==> src/rtl/dmem_sram_bridge.sv <==
`default_nettype none
// ============================================================================
// Module   : dmem_sram_bridge
// Brief    : MEM-stage to SRAM-like data bus bridge, one outstanding access.
// Revision : 1.0
// ============================================================================
module dmem_sram_bridge #(
    parameter int ADDR_W = 32,
    parameter int DATA_W = 32
) (
    input  logic              clk,
    input  logic              resetn,
    input  logic              mem_en,
    input  logic [3:0]        mem_wen,
    input  logic [1:0]        mem_size,
    input  logic [ADDR_W-1:0] mem_addr,
    input  logic [DATA_W-1:0] mem_wdata,
    input  logic              mem_addr_err,
    input  logic              flush,
    input  logic              other_stall,
    output logic              d_req,
    output logic              d_wr,
    output logic [1:0]        d_size,
    output logic [ADDR_W-1:0] d_addr,
    output logic [DATA_W-1:0] d_wdata,
    input  logic              d_addr_ok,
    input  logic              d_data_ok,
    input  logic [DATA_W-1:0] d_rdata,
    output logic [DATA_W-1:0] mem_rdata,
    output logic              d_stall
);

    localparam logic [1:0] S_IDLE = 2'd0;
    localparam logic [1:0] S_ADDR = 2'd1;
    localparam logic [1:0] S_DATA = 2'd2;
    localparam logic [1:0] S_HOLD = 2'd3;

    logic [1:0]        state;
    logic [1:0]        next_state;
    logic              start;
    logic              wr_q;
    logic [1:0]        size_q;
    logic [ADDR_W-1:0] addr_q;
    logic [DATA_W-1:0] wdata_q;
    logic [DATA_W-1:0] rdata_q;

    // Gated by resetn so the bus request drops the instant reset asserts.
    assign start = resetn & (state == S_IDLE) & mem_en & ~mem_addr_err & ~flush;

    always_ff @(posedge clk or negedge resetn) begin
        if (!resetn) begin
            state <= S_IDLE;
        end else begin
            state <= next_state;
        end
    end

    always_comb begin
        next_state = state;
        case (state)
            S_IDLE: begin
                if (start) begin
                    next_state = d_addr_ok ? S_DATA : S_ADDR;
                end
            end
            S_ADDR: begin
                if (d_addr_ok) begin
                    next_state = S_DATA;
                end
            end
            S_DATA: begin
                if (d_data_ok) begin
                    next_state = other_stall ? S_HOLD : S_IDLE;
                end
            end
            S_HOLD: begin
                if (!other_stall) begin
                    next_state = S_IDLE;
                end
            end
            default: next_state = S_IDLE;
        endcase
    end

    always_comb begin
        d_req     = start | (state == S_ADDR);
        d_wr      = wr_q;
        d_size    = size_q;
        d_addr    = addr_q;
        d_wdata   = wdata_q;
        if (state == S_IDLE) begin
            d_wr    = |mem_wen;
            d_size  = mem_size;
            d_addr  = mem_addr;
            d_wdata = mem_wdata;
        end
        d_stall   = start | (state == S_ADDR) | ((state == S_DATA) & ~d_data_ok);
        mem_rdata = ((state == S_DATA) && d_data_ok) ? d_rdata : rdata_q;
    end

    // Holding registers keep the request stable while the slave withholds addr_ok.
    always_ff @(posedge clk or negedge resetn) begin
        if (!resetn) begin
            wr_q    <= 1'b0;
            size_q  <= 2'd0;
            addr_q  <= '0;
            wdata_q <= '0;
            rdata_q <= '0;
        end else begin
            if (start) begin
                wr_q    <= |mem_wen;
                size_q  <= mem_size;
                addr_q  <= mem_addr;
                wdata_q <= mem_wdata;
            end
            if ((state == S_DATA) && d_data_ok) begin
                rdata_q <= d_rdata;
            end
        end
    end

endmodule
`default_nettype wire

==> config.mk <==
export PLATFORM = sky130hd
export DESIGN_NAME = dmem_sram_bridge
export DESIGN_NICKNAME = d
export VERILOG_FILES = /design/src/rtl/dmem_sram_bridge.sv
export SDC_FILE = /design/constraint.sdc
export NUM_CORES = 1
export LEC_CHECK = 0
export CORE_MARGIN = 3
export CORE_UTILIZATION = 42
export DETAILED_ROUTE_END_ITERATION = 7
export GPL_TIMING_DRIVEN = 1
export PLACE_DENSITY = 0.88
export SLEW_MARGIN = 10
export SYNTH_ARGS = -nofsm -noshare
export SYNTH_HDL_FRONTEND = slang
export SYNTH_SLANG_ARGS = --single-unit
==> constraint.sdc <==
create_clock -name clk -period 1.85 [get_ports clk]
set_input_delay 0.4625 -clock clk [delete_from_list [all_inputs] [get_ports clk]]
set_output_delay 0.4625 -clock clk [all_outputs]
set_load 0.02 [all_outputs]
**Yosys cells after proc, flatten, opt, wreduce, memory -nomap -nowiden**

Cells that the tools add are included.
Widths: inputs -> output; s select.

- Register bits: 101
- Output and inout bits: 101
- Word-level logic and storage cells: 39

- Equality and inequality tests: 7
- Multiplexer cells: 12
- Bitwise gates (word level): 10
- Reduce and logical (&&, ||, !) cells: 4

Operators by type and width:

| operator | count |
|---|---|
| $mux 32 | 3 |
| $mux 2 | 7 |
| $ne 2x2->1 const B | 4 |
| $pmux 2 s4 | 1 |
| $and 1x1->1 | 5 |
| $eq 2x2->1 const B | 2 |
| $reduce_and 4->1 | 1 |
| $reduce_or 4->1 | 1 |
| $not 1->1 | 3 |
| $eq 2x1->1 const B | 1 |
| $logic_not 2->1 | 1 |
| $or 1x1->1 | 2 |
| $logic_and 1x1->1 | 1 |
| $mux 1 | 1 |

**Logic depth before layout (Yosys ltp)**

Gate-level depths: netlist (run 1).

- Depth in word-level cells: 7
- Gate-level depth with buffers: 6

**Least setup slack after synthesis (run 1)**

OpenSTA, ideal clock, no wires.

- Kind: register -> output
- From: register state[1]
- To: output port mem_rdata[10]
- Arrival time: 1295 ps
- Required time: 1387 ps
- Setup slack: 92 ps
- Cell stages (with the launch flop): 5
- Path buffers: 2
- Path through: dfrtp_1 buf_2 nand3b_1 buf_2 mux2_2

- Longest elaborated chain between the ends: 3

Ends and longest elaborated chain:

| element | RTL line | source |
|---|---|---|
| from (decl) | 38 | `logic [1:0] state;` |
| from (signal assigned) | 54 | `state <= next_state;` |
| $eq 2x2->1 | 98 | `mem_rdata = ((state == S_DATA) && d_data_ok) ? d_rdata : rdata_q;` |
| $logic_and 1x1->1 | 98 |  |
| $mux 32 | 98 |  |
| to (decl) | 29 | `output logic [DATA_W-1:0] mem_rdata,` |

No other way between the ends.

**Worst setup path after layout (run 1)**

- From: register state[1]
- To: output port mem_rdata[26]

The elaborated chain is that of the path after synthesis.

==> impl_results.md, run 1 <==
- Status: finished with violations
- Failing checks: setup timing
- Die Y: 112.5 um
- Top sig layer: met4
- Residual DRC: 0
- Met2 routed WL: 8.223 mm
- Setup ws final: -0.4773 ns
- #FFs+latches synth: between 100 and 150
- Crit path DAT: about 1.9 ns
- Max Cap Violations: 0
- Top cells by count, synth: mux2_2, dfrtp_1, mux2_4
- Total CTS buffers: 9
- Leak: approximately 0.0042 uW
- Synth top area share: 0.5302
- Nets: 684
- FMAX: 429.7 MHz
- Total clock sinks: approximately 100
- Via density: 5.142
- Synthesized Nets: a little over 400
- Final non-filler cell total: slightly above 700
- Critical Path End Type: primary output
- DRT antenna net count: 0
- Hold_buf cts: 0
- Synthesized area per cell: 15.68 um2
- Area leader, netlist: dfrtp_1
- # rows: 38
- Tmin final: roughly 2.3 ns
- Synth top area cells: dfrtp_1, mux2_2, mux2_4
- Worst Setup Start Kind: register
- Most common cell in the netlist: mux2_2
- Chip width: 112.5 um
- CP required: between 1 and 1.5 ns
- Area Growth Syn to Fin: 78.45%
- WL per Instance: roughly 22 um
- Area after DPL: 0.007231 mm2
- Crit path max fanout: 8
- Syn Inst Count: between 300 and 400
- IO buf count: 210
- Total track usage: 0.2156
- First-pass GRT wire length: between 20 and 25 mm
- Max VDD drop: 0.001223 V
- Ant. Diodes: 0
- Post-synthesis async set-or-reset flop share: 1.000
- Boundary Pins: ~210
- Final instance area: ~0.0085 mm2
- Crit path kind: register to primary output
- Drt pass-1 iters: 4
- Initial antenna violation count: 0
- Synth unique cells: 17
- Vias in the first global route: ~4000
- Count of pins over their slew limit: 0
- Core footprint: around 0.011 mm2
- H-Tree Depth: 3
- DR WL met3: 1.002 mm
- CTS Buffer Depth: 2
- GP Congestion: 0.7601
- Grt ovf: 0
- Synth Warn #: 0
- Hold Slack: 0.2211 ns
- Routed length on met1: about 6.1 mm
- Die area: ~0.013 mm2
- Measured slew at the worst slew-check pin: a little over 0.8 ns
- Clock skew: 0.005599 ns
- Final Cycle Share: 1.258
- Slew headroom: 0.4526
- Clock latency on the worst-skew pair: ~0.33 ns
- Starting Density: 0.4340
- CTS tree: yes
- Type of the worst min-delay path: primary input to async pin
- 1st-iter DRT viols: 164
- Power density over the cells: 1994 mW/mm2
- DRT Wirelength: ~16 mm
- Final setup viols: ~120
- Reg clk slew, reported paths: 0.07 ns
- Vias: between 3000 and 4000
- Sequential share of the synthesized area: 0.5302
- Post-synth EDFFs: 0
- Synthesized area: approximately 0.0048 mm2
- Largest net degree at the start of global routing: 65
- Root Buffer: clkbuf_16
- Final Hold Viols: 0
- Dominant synthesized flop cell: dfrtp_1
- Dpl hpwl: ~9 mm
- RSZ-0062 raised after global routing: yes
- Ratio of cells with drive above 1 in the final layout: 0.6159
- Post-Place Cells: ~670
[cells by family (layout without fill, tap and decap cells)]
| family | Yosys count | after routing | synth area share |
|---|---|---|---|
| muxes | 164 | 164 | 0.4189 |
| DFF | 101 | 101 | 0.5302 |
| buffers and inverters | 18 | 291 | 0.02546 |
| and+or+nand+nor | 13 | 14 | 0.01627 |
| AOI/OAI and AO/OA | 8 | 8 | 0.009186 |
[stage by stage]
stage / setup slack, ns / setup TNS [ns] / util / power (uW)
after floorplan: 0.09224 / 0 / - / 8507
after global placement: -0.8064 / -69.37 / 0.6584 / 11850
after detailed placement: -0.8499 / -72.20 / 0.6584 / 12100
after CTS: -0.4660 / -39.69 / 0.6806 / 14280
after global routing: -0.5039 / -45.73 / 0.7746 / 17680
final: -0.4773 / -40.55 / 0.7746 / 16960
[registers in the layout, indices dropped and copies added, names as in the netlist]
register / cells
addr_q: 32
wr_q: 1
rdata_q: 32
wdata_q: 32
size_q: 2
state: 2
[worst max-delay path: stages, from the launching register on]
cell	delay (ns)
dfrtp_1	0.42
buf_4	0.13
nand3b_1	0.17
buf_6	0.19
clkbuf_16	0.17
mux2_4	0.32
buf_6	0.13
[path summary, 6_finish.rpt]
check	from	depth (start not counted)	to	slack (ns)
min in group clk	rdata_q[3]	1	rdata_q[3]	0.50
max in group asynchronous	resetn	3	state[0]	0.37
hold / removal	resetn	2	addr_q[1]	0.22
hold reg to reg	rdata_q[3]	1	rdata_q[3]	0.50
setup reg to reg	state[0]	8	addr_q[19]	-0.02
setup / recovery	state[1]	6	mem_rdata[26]	-0.48
[placed cells by master (no fill, tap or decap), types with 3 or more instances in the layout]
master / netlist / final
buf_6: 5 / 90
dlygate4sd2_1: 0 / 3
dfrtp_1: 101 / 100
mux2_4: 40 / 121
o21ai_0: 3 / 3
mux2_2: 124 / 43
buf_8: 0 / 6
buf_2: 13 / 11
buf_4: 0 / 41
clkdlybuf4s50_1: 0 / 104
a21oi_1: 3 / 3
buf_16: 0 / 5
buf_12: 0 / 7
clkbuf_16: 0 / 17
[routing by layer]
layer / up-vias / global-route usage
li1: 1636 / -
met2: 162 / 0.3901
met1: 1872 / 0.2564
met3: 22 / 0.05606
met4: 0 / 0.05048
met5: - / 0
[power breakdown]
part	switching, uW	internal, uW
Sequential	600	3320
Combinational	4600	6520
Clock	833	1080
[area by class of cell]
cell class                 instances  area [um2]
multi-input combinational        186        2482
sequential                       101        2529
clock inverter                     5       60.06
tap                              140       175.2
clock buffer                      10       239.0
fill                             646        2476
timing repair buffer             276        3022
[timing repair]
item,4_1_cts,5_1_grt
pin swaps,6,5
buffers inserted,11,11
gates cloned,7,11
gates resized for setup,470,237
endpoints found under the setup margin,101,139
Power figures use the tool's default switching activity.
==> run 2: changes to the inputs <==
--- a/config.mk
+++ b/config.mk
@@ -9,7 +9,7 @@
 export CORE_UTILIZATION = 42
 export DETAILED_ROUTE_END_ITERATION = 7
 export GPL_TIMING_DRIVEN = 1
-export PLACE_DENSITY = 0.88
+export PLACE_DENSITY_LB_ADDON = 0.12
 export SLEW_MARGIN = 10
 export SYNTH_ARGS = -nofsm -noshare
 export SYNTH_HDL_FRONTEND = slang
==> run 2 against run 1 <==
Against the previous run:
- the run still ends with setup timing left
- critical path depth unchanged
- sequential share of layout area down 0.28 points
- first-iteration DRC count up 1.8%
- total power up 1.1%
- worst hold slack worse by 0.0063 ns
- global-route usage up 2.4 points
- cell area up 0.90%
- clock power down 8%
- flip-flop and latch count unchanged
- critical endpoint is now d_addr[19]
- largest cell class unchanged
- largest power group unchanged
==> impl_results.md, run 2 (synthesis results as in run 1) <==
- Max VDD drop: between 0.001 and 0.0015 V
- Max Cap Violations: 0
- Crit path kind: register to primary output
- RSZ-0062 raised after global routing: yes
- Top Registers: addr_q x32, rdata_q x32, wdata_q x32
- Critical Path End Type: primary output
- Total CTS buffers: 9
- Status: finished with violations
- Area Growth Syn to Fin: 80.05%
- Crit path DAT: about 1.8 ns
- Worst R2R End: wdata_q[30]
- Worst path top cell family by delay: buffers and inverters
- Largest net degree at the start of global routing: 57
- Tmin final: ~2.3 ns
- Storage element area: about 0.0025 mm2
- Slowest CP cell: dfrtp_1
- Hold Slack: 0.2148 ns
- WL per Instance: 20.92 um
- Global routing usage on met1: 0.2898
- Root Buffer: clkbuf_16
- Most common cell after layout, fill and taps aside: mux2_4
- Leak: roughly 0.0043 uW
- Top Usage Layer GRT: met2
- CTS Buffer Depth: 2
- Fillers: 667
- IO buf count: 210
- # rows: 38
- Grt ovf: 0
- Setup ws final: -0.4273 ns
- Count of pins over their slew limit: 0
- Slew headroom: 0.5214
- Residual DRC: 0
- Type of the worst min-delay path: primary input to async pin
- Met2 Use GR: 0.4124
- FMAX: between 400 and 500 MHz
- Total track usage: 0.2396
- Most frequent cells in the layout: mux2_4, buf_6, clkdlybuf4s50_1, dfrtp_1, buf_4
- Final Hold Viols: 0
- Critical path cell sequence: nor2_4 -> buf_12 -> buf_12 -> buf_16 -> mux2_4 -> buf_6
- Fin util: 0.7815
- Crit path max fanout: 5
- Multi-input combinational cell area: 0.002497 mm2
- Dpl hpwl: a little over 9 mm
- Failing checks: setup timing
- Final setup viols: 100
- Reg2Reg Depth: 7
- Post-Place Cells: 667
- GP Congestion: ~0.77
- Final non-filler cell total: ~730
- Worst R2R Start: state[0]
- Nets: roughly 690
- Vias in the first global route: ~4200
- Final Cycle Share: 1.231
- Boundary Pins: 211
- Crit path top cell by count: buf_12
- DRT antenna net count: 0
- Reg clk slew, reported paths: approximately 0.070 ns
- Clock skew: 0.006914 ns
- Met3 global-route usage: 0.06792
- CP bufs+invs: 4
- CTS tree: yes
- Drt pass-1 iters: 4
- Measured slew at the worst slew-check pin: about 0.72 ns
- Clock latency on the worst-skew pair: about 0.34 ns
- Via density: just over 5
- 1st-iter DRT viols: between 150 and 200
- Starting Density: 0.4340
- CP required: 1.39 ns
- Vias: between 3000 and 4000
- DP Worst Slack: -0.8283 ns
- H-Tree Depth: 3
- Worst Setup Start Kind: register
- Power density over the cells: 1998 mW/mm2
- Total clock sinks: just over 100
- Ratio of cells with drive above 1 in the final layout: 0.6171
- Chip width: approximately 110 um
- DRT Wirelength: around 15 mm
- First-pass GRT wire length: about 24 mm
- Slowest Stage Delay on Critical Path: roughly 0.43 ns
- Core footprint: 0.01098 mm2
- R2R setup slack: 0.05 ns
- Initial antenna violation count: 2
- Die Y: 112.5 um
- Die area: ~0.013 mm2
run 2: cell types whose count changed in the layout (fill, tap and decap cells not counted), sizes merged:
cell           before  now
inv                 1    0
dlygate4sd2         3    4
clkinvlp            1    0
buf               160  176
bufinv              1    0
nand2               2    1
diode               0    1
clkdlybuf4s15       1    0
clkbuf             18   13
run 2: cell type report:
class	count	area share
Timing Repair Buffer	285	0.3628
Sequential cell	101	0.2945
Multi-Input combinational cell	185	0.2910
Clock buffer	12	0.02988
Tap cell	140	0.02041
Clock inverter	2	0.001166
Antenna cell	1	0.0002915
run 2: routing by layer:
metal  routed length, um  vias up
met5                   7        -
met4                 310        2
met3                1204       22
met2                7759      158
met1                5904     1853
li1                    -     1648
run 2: what timing repair did:
item,4_1_cts,5_1_grt
hold buffers,0,0
pin swaps,2,1
endpoints found under the setup margin,101,152
buffers inserted,29,6
gates cloned,10,2
resized for setup,632,93
run 2: worst max path at each step:
stage                   start             to  cells after the start
floorplan            state[1]  mem_rdata[10]                      4
global placement    d_data_ok  mem_rdata[10]                      5
detailed placement  d_data_ok  mem_rdata[10]                      5
CTS                  state[1]  mem_rdata[29]                      7
global route         state[0]     d_addr[19]                      6
finish               state[0]     d_addr[19]                      6
run 2: worst register-to-register path: cells and delay by family (launching register included):
kind | cells | cell delay, ns
mux | 1 | 0.31
simple gates | 2 | 0.28
buf+inv | 4 | 0.66
flops | 1 | 0.43
run 2: per-stage QoR:
stage / instance area [um2] / TNS (ns) / total power (uW)
after floorplan: 4767 / 0 / 8507
after global placement: 7223 / -70.01 / 11850
after detailed placement: 7223 / -70.43 / 12030
after CTS: 8249 / -38.13 / 16290
after global routing: 8583 / -40.62 / 17930
final: 8583 / -36.41 / 17150
run 2: power by group:
part	switching [uW]	internal, uW
clock	799	968
combinational	4600	6870
sequential	580	3320
total	5980	11200
==> run 3: changes to the inputs <==
--- a/config.mk
+++ b/config.mk
@@ -9,6 +9,7 @@
 export CORE_UTILIZATION = 42
 export DETAILED_ROUTE_END_ITERATION = 7
 export GPL_TIMING_DRIVEN = 1
+export MAX_ROUTING_LAYER = met4
 export PLACE_DENSITY_LB_ADDON = 0.12
 export SLEW_MARGIN = 10
 export SYNTH_ARGS = -nofsm -noshare
==> run 3 against run 2 <==
Against the previous run:
- the flow still finishes with violations (setup timing)
- worst hold slack lost 0.0013 ns
- routed wire length grew 0.14%
- sequential power about the same
- worst setup slack better by 0.0019 ns
- critical path depth did not move
- non-clock buffer count stayed put
==> impl_results.md, run 3 (synthesis results as in run 1) <==
- Ratio of cells with drive above 1 in the final layout: 0.6171
- Root Buffer: clkbuf_16
- Total CTS buffers: 9
- Nets: 692
- CTS Buffer Depth: 2
- Core footprint: 0.01098 mm2
- 1st-iter DRT viols: about 160
- CTS tree: yes
- Status: finished with violations
- GP Congestion: approximately 0.8
- Met2 Use GR: 0.4120
- Die Y: roughly 110 um
- DRT Wirelength: between 15 and 20 mm
- Die area: 0.01266 mm2
- Via density: approximately 5.1
- Comb power frac: 0.669
- Tmin final: approximately 2.3 ns
- Largest net degree at the start of global routing: between 50 and 60
- Crit path DAT: about 1.8 ns
- Starting Density: 0.4340
- Clk pwr share: 0.103
- Reg clk slew, reported paths: 0.07 ns
- Final Hold Viols: 0
- Crit path kind: register to primary output
- Final Cycle Share: 1.230
- Drt pass-1 iters: 4
- Top Registers: addr_q x32, rdata_q x32, wdata_q x32
- Clock skew: 0.005850 ns
- Slew headroom: 0.5104
- Failing checks: setup timing
- Setup ws final: -0.4254 ns
- Total clock sinks: slightly above 100
- Count of pins over their slew limit: 0
- Cell internal pwr: 11140 uW
- Hold Slack: between 0.2 and 0.25 ns
- Clock latency on the worst-skew pair: 0.34 ns
- Boundary Pins: between 200 and 250
- Final setup viols: 100
- Dpl hpwl: 9.239 mm
- Vias: 3700
- # rows: 38
- Hold_buf cts: 0
- FMAX: around 440 MHz
- Most frequent cells in the layout: mux2_4, buf_6, clkdlybuf4s50_1, dfrtp_1, buf_4
- Most common cell after layout, fill and taps aside: mux2_4
- Max VDD drop: around 0.0012 V
- Measured slew at the worst slew-check pin: between 0.7 and 0.8 ns
- Switching power of the nets: 5990 uW
- Vias in the first global route: between 4000 and 5000
- Met3 global-route usage: 0.05283
- Initial antenna violation count: 2
- DRT antenna net count: 0
- CP required: about 1.4 ns
- Chip width: approximately 110 um
- Leak: ~0.0043 uW
- Critical Path End Type: primary output
- Residual DRC: 0
- Tot Pwr: ~17000 uW
- Area Growth Syn to Fin: 79.89%
- Area after DPL: 0.007223 mm2
- Total track usage: 0.2473
- Fillers: around 670
- Worst R2R End: wdata_q[30]
- First-pass GRT wire length: ~24 mm
- H-Tree Depth: 3
- Type of the worst min-delay path: primary input to async pin
- Reg2Reg Depth: 7
- Worst Setup Start Kind: register
- Grt ovf: 0
- Global routing usage on met1: 0.3012
- Crit path launch: state[0]
- R2R setup slack: 0.05 ns
- Power density over the cells: around 2000 mW/mm2
- IO buf count: 210
- Part of the power in registers: 0.228
- Switching share of total power: 0.3496
- Worst R2R Start: state[0]
- Final instance area: 0.008576 mm2
- Max Cap Violations: 0
- Top Usage Layer GRT: met2
- Crit path max fanout: 5
- TNS Setup: -36.36 ns
- WL per Instance: 20.92 um
- RSZ-0062 raised after global routing: yes
## run 3: layout make-up
type                            count  area (um2)  area share
Clock buffer                       12       256.5     0.02991
Clock inverter                      2       10.01    0.001167
Tap cell                          140       175.2     0.02043
Sequential cell                   101        2527      0.2947
Timing Repair Buffer              285        3108      0.3624
Antenna cell                        2       5.005   0.0005836
Multi-Input combinational cell    185        2494      0.2908
## run 3: layer usage
| layer | share of wire | up-vias |
|---|---|---|
| met1 | 0.41 | 1873 |
| met4 | 0.021 | 0 |
| li1 | - | 1651 |
| met3 | 0.063 | 21 |
| met2 | 0.51 | 155 |
| met5 | 0 | - |
## run 3: critical path, stage by stage, from the launching register on
cell and delay (ns):
dfrtp_1 0.43, nor2_4 0.18, buf_12 0.17, buf_12 0.12
buf_16 0.11, mux2_4 0.31, buf_6 0.14
## run 3: how the worst max path moves through the flow
| stage | endpoint | slack (ns) |
|---|---|---|
| after floorplan | mem_rdata[10] | 0.09 |
| after global placement | mem_rdata[10] | -0.80 |
| after detailed placement | mem_rdata[10] | -0.83 |
| after CTS | mem_rdata[29] | -0.48 |
| after global routing | d_addr[19] | -0.46 |
| final | d_size[0] | -0.43 |
## run 3: metrics by stage
stage	std cells	setup WS [ns]	util
3_3_place_gp	667	-0.7958	0.6577
6_report	727	-0.4254	0.7808
5_1_grt	727	-0.4632	0.7808
4_1_cts	720	-0.4766	0.7511
2_1_floorplan	304	0.09224	-
3_5_place_dp	667	-0.8283	0.6577
## run 3: timing repair
item                                    in CTS  in global routing
buffers inserted                            29                  6
endpoints found under the setup margin     101                152
cloned                                      10                  2
pin swaps                                    2                  1
resized for setup                          632                 88
hold endpoints to repair                     0                  0
## run 3: power by group through the flow
stage	combinational [uW]	sequential, uW	clock [uW]
after global placement	8080	3780	0
after CTS	10600	3850	1800
final	11500	3900	1770
after global routing	12000	4020	1900
after floorplan	4850	3660	0
after detailed placement	8200	3830	0
